## src/rtl/acc_bank.sv

```systemverilog
// Accumulator bank with single-cycle LOAD/ADD/SUB/CLR and a multi-cycle shift-add MUL.
// Optional build macro ACC_SATURATE_EN switches ADD/SUB/MUL from wrap-around to clamping.
module acc_bank #(
   parameter int unsigned DATA_W  = 8,
   parameter int unsigned NUM_ACC = 4,
   parameter int unsigned ADDR_W  = 2
) (
   input  logic              clk,
   input  logic              rst,
   input  logic              op_valid,
   output logic              op_ready,
   input  logic [2:0]        op,
   input  logic [ADDR_W-1:0] addr,
   input  logic [DATA_W-1:0] in_data,
   input  logic [ADDR_W-1:0] rd_addr,
   output logic [DATA_W-1:0] rd_data,
   output logic              busy,
   output logic              done,
   output logic              carry,
   output logic              zero
);

   localparam int unsigned PROD_W = 2 * DATA_W;
   localparam int unsigned CNT_W  = $clog2(DATA_W + 1);

   localparam logic [0:0] S_IDLE    = 1'b0;
   localparam logic [0:0] S_MUL_RUN = 1'b1;

   localparam logic [2:0] OP_LOAD = 3'b001;
   localparam logic [2:0] OP_ADD  = 3'b010;
   localparam logic [2:0] OP_SUB  = 3'b011;
   localparam logic [2:0] OP_CLR  = 3'b100;
   localparam logic [2:0] OP_MUL  = 3'b101;

   logic [DATA_W-1:0] r_acc [NUM_ACC];
   logic [0:0]        r_state;
   logic [0:0]        w_state_nxt;
   logic              r_busy;
   logic              r_done;
   logic              r_carry;
   logic              r_zero;
   logic [PROD_W-1:0] r_mcand;
   logic [DATA_W-1:0] r_mplier;
   logic [PROD_W-1:0] r_prod;
   logic [ADDR_W-1:0] r_tgt;
   logic              r_tgt_ok;
   logic [CNT_W-1:0]  r_cnt;

   logic              w_accept;
   logic              w_mul_start;
   logic              w_last;
   logic [DATA_W-1:0] w_op_acc;
   logic              w_addr_ok;
   logic [DATA_W-1:0] w_rd;
   logic [PROD_W-1:0] w_prod_step;
   logic              w_prod_hi_nz;
   logic [DATA_W:0]   w_sum;
   logic [DATA_W-1:0] w_diff;
   logic              w_borrow;
   logic              w_wr_en;
   logic [ADDR_W-1:0] w_wr_addr;
   logic [DATA_W-1:0] w_wr_val;
   logic              w_carry_val;
   logic              w_done_nxt;

   assign w_accept    = op_valid && !r_busy;
   assign w_mul_start = w_accept && (op == OP_MUL);
   assign w_last      = (r_state == S_MUL_RUN) && (r_cnt == CNT_W'(DATA_W - 1));
   assign w_prod_step = r_prod + (r_mplier[0] ? r_mcand : '0);
   assign w_prod_hi_nz = |w_prod_step[PROD_W-1:DATA_W];

   assign op_ready = !r_busy;
   assign busy     = r_busy;
   assign done     = r_done;
   assign carry    = r_carry;
   assign zero     = r_zero;
   assign rd_data  = w_rd;

   // Address decode for the operand read and the external read port; out-of-range reads 0.
   always_comb begin
      w_op_acc  = '0;
      w_addr_ok = 1'b0;
      w_rd      = '0;
      for (int unsigned i = 0; i < NUM_ACC; i++) begin
         if (addr == ADDR_W'(i)) begin
            w_op_acc  = r_acc[i];
            w_addr_ok = 1'b1;
         end
         if (rd_addr == ADDR_W'(i)) begin
            w_rd = r_acc[i];
         end
      end
   end

   always_comb begin
      w_state_nxt = r_state;
      case (r_state)
         S_IDLE:    if (w_mul_start) w_state_nxt = S_MUL_RUN;
         S_MUL_RUN: if (w_last)      w_state_nxt = S_IDLE;
         default:   w_state_nxt = S_IDLE;
      endcase
   end

   // Write-back selection: MUL completion has priority since requests are blocked while busy.
   always_comb begin
      w_wr_en     = 1'b0;
      w_wr_addr   = addr;
      w_wr_val    = '0;
      w_carry_val = r_carry;
      w_done_nxt  = 1'b0;
      w_sum       = {1'b0, w_op_acc} + {1'b0, in_data};
      w_diff      = w_op_acc - in_data;
      w_borrow    = in_data > w_op_acc;
      if (r_state == S_MUL_RUN) begin
         if (w_last) begin
            w_done_nxt  = 1'b1;
            w_wr_en     = r_tgt_ok;
            w_wr_addr   = r_tgt;
            w_carry_val = w_prod_hi_nz;
            w_wr_val    = w_prod_step[DATA_W-1:0];
`ifdef ACC_SATURATE_EN
            if (w_prod_hi_nz) w_wr_val = '1;
`endif
         end
      end else if (op_valid) begin
         case (op)
            OP_LOAD: begin
               w_done_nxt = 1'b1;
               w_wr_en    = w_addr_ok;
               w_wr_val   = in_data;
            end
            OP_ADD: begin
               w_done_nxt  = 1'b1;
               w_wr_en     = w_addr_ok;
               w_carry_val = w_sum[DATA_W];
               w_wr_val    = w_sum[DATA_W-1:0];
`ifdef ACC_SATURATE_EN
               if (w_sum[DATA_W]) w_wr_val = '1;
`endif
            end
            OP_SUB: begin
               w_done_nxt  = 1'b1;
               w_wr_en     = w_addr_ok;
               w_carry_val = w_borrow;
               w_wr_val    = w_diff;
`ifdef ACC_SATURATE_EN
               if (w_borrow) w_wr_val = '0;
`endif
            end
            OP_CLR: begin
               w_done_nxt  = 1'b1;
               w_wr_en     = w_addr_ok;
               w_carry_val = 1'b0;
               w_wr_val    = '0;
            end
            default: begin
               w_done_nxt = 1'b0;
            end
         endcase
      end
   end

   always_ff @(posedge clk or negedge rst) begin
      if (!rst) r_state <= S_IDLE;
      else      r_state <= w_state_nxt;
   end

   // Datapath registers: accumulators, flags and the shift-add multiplier.
   always_ff @(posedge clk or negedge rst) begin
      if (!rst) begin
         for (int unsigned i = 0; i < NUM_ACC; i++) r_acc[i] <= '0;
         r_busy   <= 1'b0;
         r_done   <= 1'b0;
         r_carry  <= 1'b0;
         r_zero   <= 1'b0;
         r_mcand  <= '0;
         r_mplier <= '0;
         r_prod   <= '0;
         r_tgt    <= '0;
         r_tgt_ok <= 1'b0;
         r_cnt    <= '0;
      end else begin
         r_done <= w_done_nxt;
         if (w_wr_en) begin
            r_carry <= w_carry_val;
            r_zero  <= (w_wr_val == '0);
         end
         for (int unsigned i = 0; i < NUM_ACC; i++) begin
            if (w_wr_en && (w_wr_addr == ADDR_W'(i))) r_acc[i] <= w_wr_val;
         end
         if (w_mul_start) begin
            r_mcand  <= {{DATA_W{1'b0}}, w_op_acc};
            r_mplier <= in_data;
            r_prod   <= '0;
            r_tgt    <= addr;
            r_tgt_ok <= w_addr_ok;
            r_cnt    <= '0;
            r_busy   <= 1'b1;
         end else if (r_state == S_MUL_RUN) begin
            r_prod   <= w_prod_step;
            r_mcand  <= r_mcand << 1;
            r_mplier <= r_mplier >> 1;
            r_cnt    <= r_cnt + CNT_W'(1);
            if (w_last) r_busy <= 1'b0;
         end
      end
   end

endmodule

```

## config.mk

```make
export PLATFORM = sky130hd
export DESIGN_NAME = acc_bank
export DESIGN_NICKNAME = d
export VERILOG_FILES = /design/src/rtl/acc_bank.sv
export SDC_FILE = /design/constraint.sdc
export NUM_CORES = 1
export LEC_CHECK = 0
export BUFFER_PORTS_ARGS = -buffer_cell sky130_fd_sc_hd__buf_2
export CAP_MARGIN = 20
export CORE_UTILIZATION = 64
export CTS_BUF_LIST = sky130_fd_sc_hd__clkbuf_4
export DETAILED_ROUTE_END_ITERATION = 10
export PLACE_DENSITY = 0.83
export SLEW_MARGIN = 20
export SYNTH_ARGS = -nofsm -noshare
export SYNTH_HDL_FRONTEND = slang
export SYNTH_SLANG_ARGS = --single-unit
```

## constraint.sdc

```tcl
create_clock -name clk -period 3.3 [get_ports clk]
set_input_delay 0.33 -clock clk [delete_from_list [all_inputs] [get_ports clk]]
set_output_delay 0.33 -clock clk [all_outputs]
set_load 0.01 [all_outputs]
```

Yosys cells after proc, flatten, opt, wreduce, memory -nomap -nowiden
Index checks and enable logic that the tools add are counted.

Register bits: 84. Bits of input ports: 18. Output and inout bits: 13. Logic and storage cells: 102.

Add/subtract/negate cells: 4. $lt $le $gt $ge: 1. Equal/unequal tests: 16. Multiplexer cells: 45. Bitwise logic cells: 1. Reductions and logical operators: 20.

Operators with widths (count): $mux W8 (13); $mux W16 (5); $pmux W8 S3 (1); $mux W1 (20); $add A16 B16 Y16 (1); $eq A2 B2 Y1 const B (6); $add A8 B8 Y9 (1); $gt A8 B8 Y1 (1); $logic_not A8 Y1 (1); $mux W4 (2); $reduce_or A8 Y1 (1); $sub A8 B8 Y8 (1); $logic_and A1 B1 Y1 (7); $eq A2 B1 Y1 const B (3); $eq A3 B2 Y1 const B (2); $eq A3 B3 Y1 const B (2); $logic_not A2 Y1 (3); $reduce_bool A2 Y1 (3); $add A4 B1 Y4 const B (1); $eq A4 B3 Y1 const B (1); $mux W2 (2); $reduce_and A4 Y1 (1); $reduce_bool A4 Y1 (1); $reduce_or A4 Y1 (1); other kinds (7) (7).

Logic depth before layout (Yosys ltp)
Word-level depth: 10. Depth in mapped cells: 13.

Worst setup path before layout
OpenSTA, ideal clock, no wires.

Kind: input port to flip-flop. Start: in addr[0]. End: reg r_zero, in the netlist zero. Setup time: 92 ps. Arrival: 3376 ps. Slack: -168 ps. Stages on the path: 10. Cell sequence: buf_1 -> mux4_2 -> ha_1 -> buf_2 -> xnor2_1 -> a222oi_1 -> o22ai_1 -> or4_1 -> or4_1 -> o31ai_2.

Cells in the longest elaborated chain, start to end: 10.

RTL lines: start, declared (line 13) `input logic [ADDR_W-1:0] addr,`; $logic_not A2 Y1 (line 85) `if (addr == ADDR_W'(i)) begin`; $mux W8 (4 in series) (line 85); $sub A8 B8 Y8 or $add A8 B8 Y9 (tied branches) (line 112, 111); $pmux W8 S3 (line 126) `case (op)`; $mux W8 (line 125) `end else if (op_valid) begin`; $mux W8 (line 114) `if (r_state == S_MUL_RUN) begin`; $logic_not A8 Y1 (line 186) `r_zero <= (w_wr_val == '0);`; end signal, assigned (line 186); end, declared (line 41) `logic r_zero;`.

Parallel ways exist; a longest one is shown, timed or not. A chain may end at the register's enable or synchronous reset.

Final worst setup path
Start: reg r_acc[10] (netlist bit). End: reg r_zero, in the netlist zero.

Cells in the longest elaborated chain, start to end: 7.

RTL lines: start, declared (line 35) `logic [DATA_W-1:0] r_acc [NUM_ACC];`; start signal, assigned by index (line 189) `if (w_wr_en && (w_wr_addr == ADDR_W'(i))) r_acc[i] <= w_wr_val;`; $mux W8 * (2 in series) (line 85); $sub A8 B8 Y8 or $add A8 B8 Y9 (tied branches) (line 112, 111); $pmux W8 S3 * (line 126); $mux W8 * (line 125); $mux W8 * (line 114); $logic_not A8 Y1 * (line 186).

Every way passes the cells marked *; elsewhere a longest branch is shown, timed or not.

==> flow_summary.toml <==
[global_routing]
antenna_found_initial = 0
met1_usage = 0.446
gr-usage-met3 = 0.0391
grt_pass1_wl_mm = 21.7
grtUsageMet2 = 0.518
grt_util_all_layers = 0.321
grt_max_degree = 85
gr-max-usage-layer = "met2"
grt_pass1_vias = 4327
grt_overflow = 0

[min_path]
holdCritStartpoint = "in_data[7]"
holdPathStages = 3
hold_end = "r_mplier[7]"
hold_path.class = "primary input to register"

[layout]
fill_cells = 582
final_cell_mix = "dfrtp_1 (83), nand2_1 (44), nor2_1 (43)"
area.growth.synth_to_final_pct = 10.1
nNetsFinal = 633
final_util = 0.735
antenna_cells = 0
final_common_cell = "dfrtp_1"
drive_above_1_share = 0.236

[detailed_routing]
vias_per_cell = 6.41
drt-wirelength-per-cell_um = 19.6
routed_wl_mm = 13.5
drt_first_iter_violations = 394
drc = 0
antenna_left = 0
num_vias = 4419
firstDrtPassIters = 5

[synth]
yosys_warnings = 0
synthCells = 537
synthAdderAreaFrac = 0.0854
synthSimpleGateAreaFrac = 0.134
syn_nets = 591
avgSynthCellArea_um2 = 10.3
synth_area_um2 = 5540
synth_ff_type = "dfrtp_1"
yosysSeqAreaShare = 0.380
synth_cell_types = 61
ys_ff_latch = 84
synth_xor_area_frac = 0.0380
synth_compound_area_frac = 0.129
synth_mux_area_frac = 0.200
synthArstFlopShare = 1.00
synth_top_family_by_area = "multiplexers"
synth_edf_count = 0

[sta]
finalMaxSlewViolations = 0
slew_headroom = 0.496
max_freq_ghz = 0.318
final-setup-viol-count = 0
finalWorstSetupSlack_ns = 0.155
period_share = 0.953
finalHoldViolCount = 0
min_period_ns = 3.14
skew_ns = 0.0108
worst_pin_slew_ns = 0.756
grt_setup_unrepaired = "no"

[die]
die_y_um = 95.0
die_width_um = 95.0
start_util = 0.667
coreArea_um2 = 8300
core.rowCount = 33
ios = 31
die_area_um2 = 9030

[clocking]
clk_pin_slew_ns = 0.15
h-tree-depth = 3
cts_tree = "yes"
cts_made_buffers = 9
clock_latency_ns = 0.44
clock_path_buffers = 2
cts_num_sinks = 84
cts_root_buf = "clkbuf_4"

[place]
portBuffers = 30
hpwl_mm = 10.1
gp_congestion = 0.930
place_ws_ns = -0.145

[critical_path]
start_kind = "register"
end_kind = "register"
worst-path-max-fanout = 7
r2r-start = "r_acc[10]"
rr_endpoint = "zero"
critPathRequiredTime_ns = 3.66
cp_slowest_cell = "or4_1"
cpPeakStageDelay_ns = 0.55
path_class = "register to register"
r2r_slack_ns = 0.16
crit_chain = "mux4_2 -> ha_1 -> o21bai_1 -> nand3b_1 -> nand4_1 -> a21oi_1 -> a211oi_2 -> o32ai_1 -> or4_1 -> o31ai_2"
reg2reg_depth = 10
cp.arrival_ns = 3.51

[power_and_ir_drop]
power_leakage_uw = 0.00296
powerDensity_nw_per_um2 = 713
max-vdd-ir-drop_uv = 470

[run_status]
status = "finished clean"

[job]
max_cap_viol_count = 0
## cell families (layout without fill, tap and decap cells)
logic type | Yosys count | count (layout)
and+or+nand+nor | 151 | 151
AOI/OAI and AO/OA | 110 | 110
muxes | 86 | 86
DFF | 84 | 84
buffers and inverters | 46 | 93
adders and majority gates | 36 | 36
xor gates and xnor gates | 24 | 24
## cell usage after synthesis, types with 6 or more instances
library cell / instances / share of area
inv_1: 20 / 0.014
dfrtp_1: 84 / 0.38
a22oi_1: 6 / 0.0081
nand3_1: 8 / 0.0072
nand3b_1: 8 / 0.011
mux2i_1: 35 / 0.063
clkbuf_1: 12 / 0.0081
a21o_1: 7 / 0.0095
xor2_1: 9 / 0.014
ha_1: 33 / 0.075
mux4_2: 16 / 0.065
o21ai_0: 36 / 0.033
buf_1: 9 / 0.0061
mux2_2: 35 / 0.071
nor2_1: 44 / 0.030
o21bai_1: 7 / 0.0095
xnor2_1: 15 / 0.024
a21oi_1: 21 / 0.019
nand2_1: 44 / 0.030
and2_1: 17 / 0.019
## area by class of cell
class,count,area [um^2],share of cell area
clock buffers,9,67.6,0.0111
repair buffers,56,367,0.0601
inverters,21,78.8,0.0129
clock inverters,7,75.1,0.0123
well taps,105,131,0.0216
multi-input cells,407,3270,0.537
flip-flops and latches,84,2100,0.345
## worst max-delay path, delay by kind of cell, from the launching register on
kind / cells / cell delay (ns)
AO/OA/AOI/OAI: 5 / 0.92
adder cells (fa/ha/maj): 1 / 0.40
flip-flops: 1 / 0.43
multiplexers: 1 / 0.51
AND/OR/NAND/NOR: 3 / 0.82
## flip-flops by register name, indices dropped and copies added (netlist names), 2 cells and up
signal and count:
r_acc 32, r_cnt 4, r_mcand 16, r_mplier 8, r_prod 16, r_tgt 2
## how the worst max path moves through the flow
stage | start | end | slack (ns) | cells after the start
6_report | r_acc[10] | zero | 0.16 | 10
2_1_floorplan | addr[1] | zero | 0.02 | 11
5_1_grt | r_acc[10] | zero | 0.0005 | 10
4_1_cts | r_acc[0] | zero | 0.06 | 11
3_3_place_gp | addr[0] | zero | 0.008 | 12
3_5_place_dp | addr[0] | zero | -0.14 | 12
## power by group
| part | switching (uW) | internal, uW | total (uW) |
|---|---|---|---|
| registers | 300 | 1410 | 1710 |
| logic | 1070 | 948 | 2010 |
| clock network | 392 | 234 | 626 |
| total | 1760 | 2590 | 4340 |
## metrics by stage
stage          cell area, um^2  setup TNS, ns  hold slack [ns]  instances  total power [uW]
6_report                  6100              0            0.148        689              4340
2_1_floorplan             5540              0           0.0344        537              3090
3_5_place_dp              5910         -0.145            0.450        671              3680
3_3_place_gp              5910              0            0.445        671              3580
4_1_cts                   6050              0           0.0953        687              4300
5_1_grt                   6100              0            0.145        689              4620
## layer usage
metal / routed length, um / vias to the layer above
met5: 0 / -
met3: 876 / 26
met2: 6510 / 198
met1: 5840 / 2188
li1: - / 2007
met4: 302 / 0
## what timing repair did
action	in CTS	in global routing
endpoints found under the hold margin	0	34
endpoints found under the setup margin	0	1
buffers inserted	0	1
resized for setup	0	7
hold buffers	0	1
Note: power is estimated with default switching activity, not from simulation.
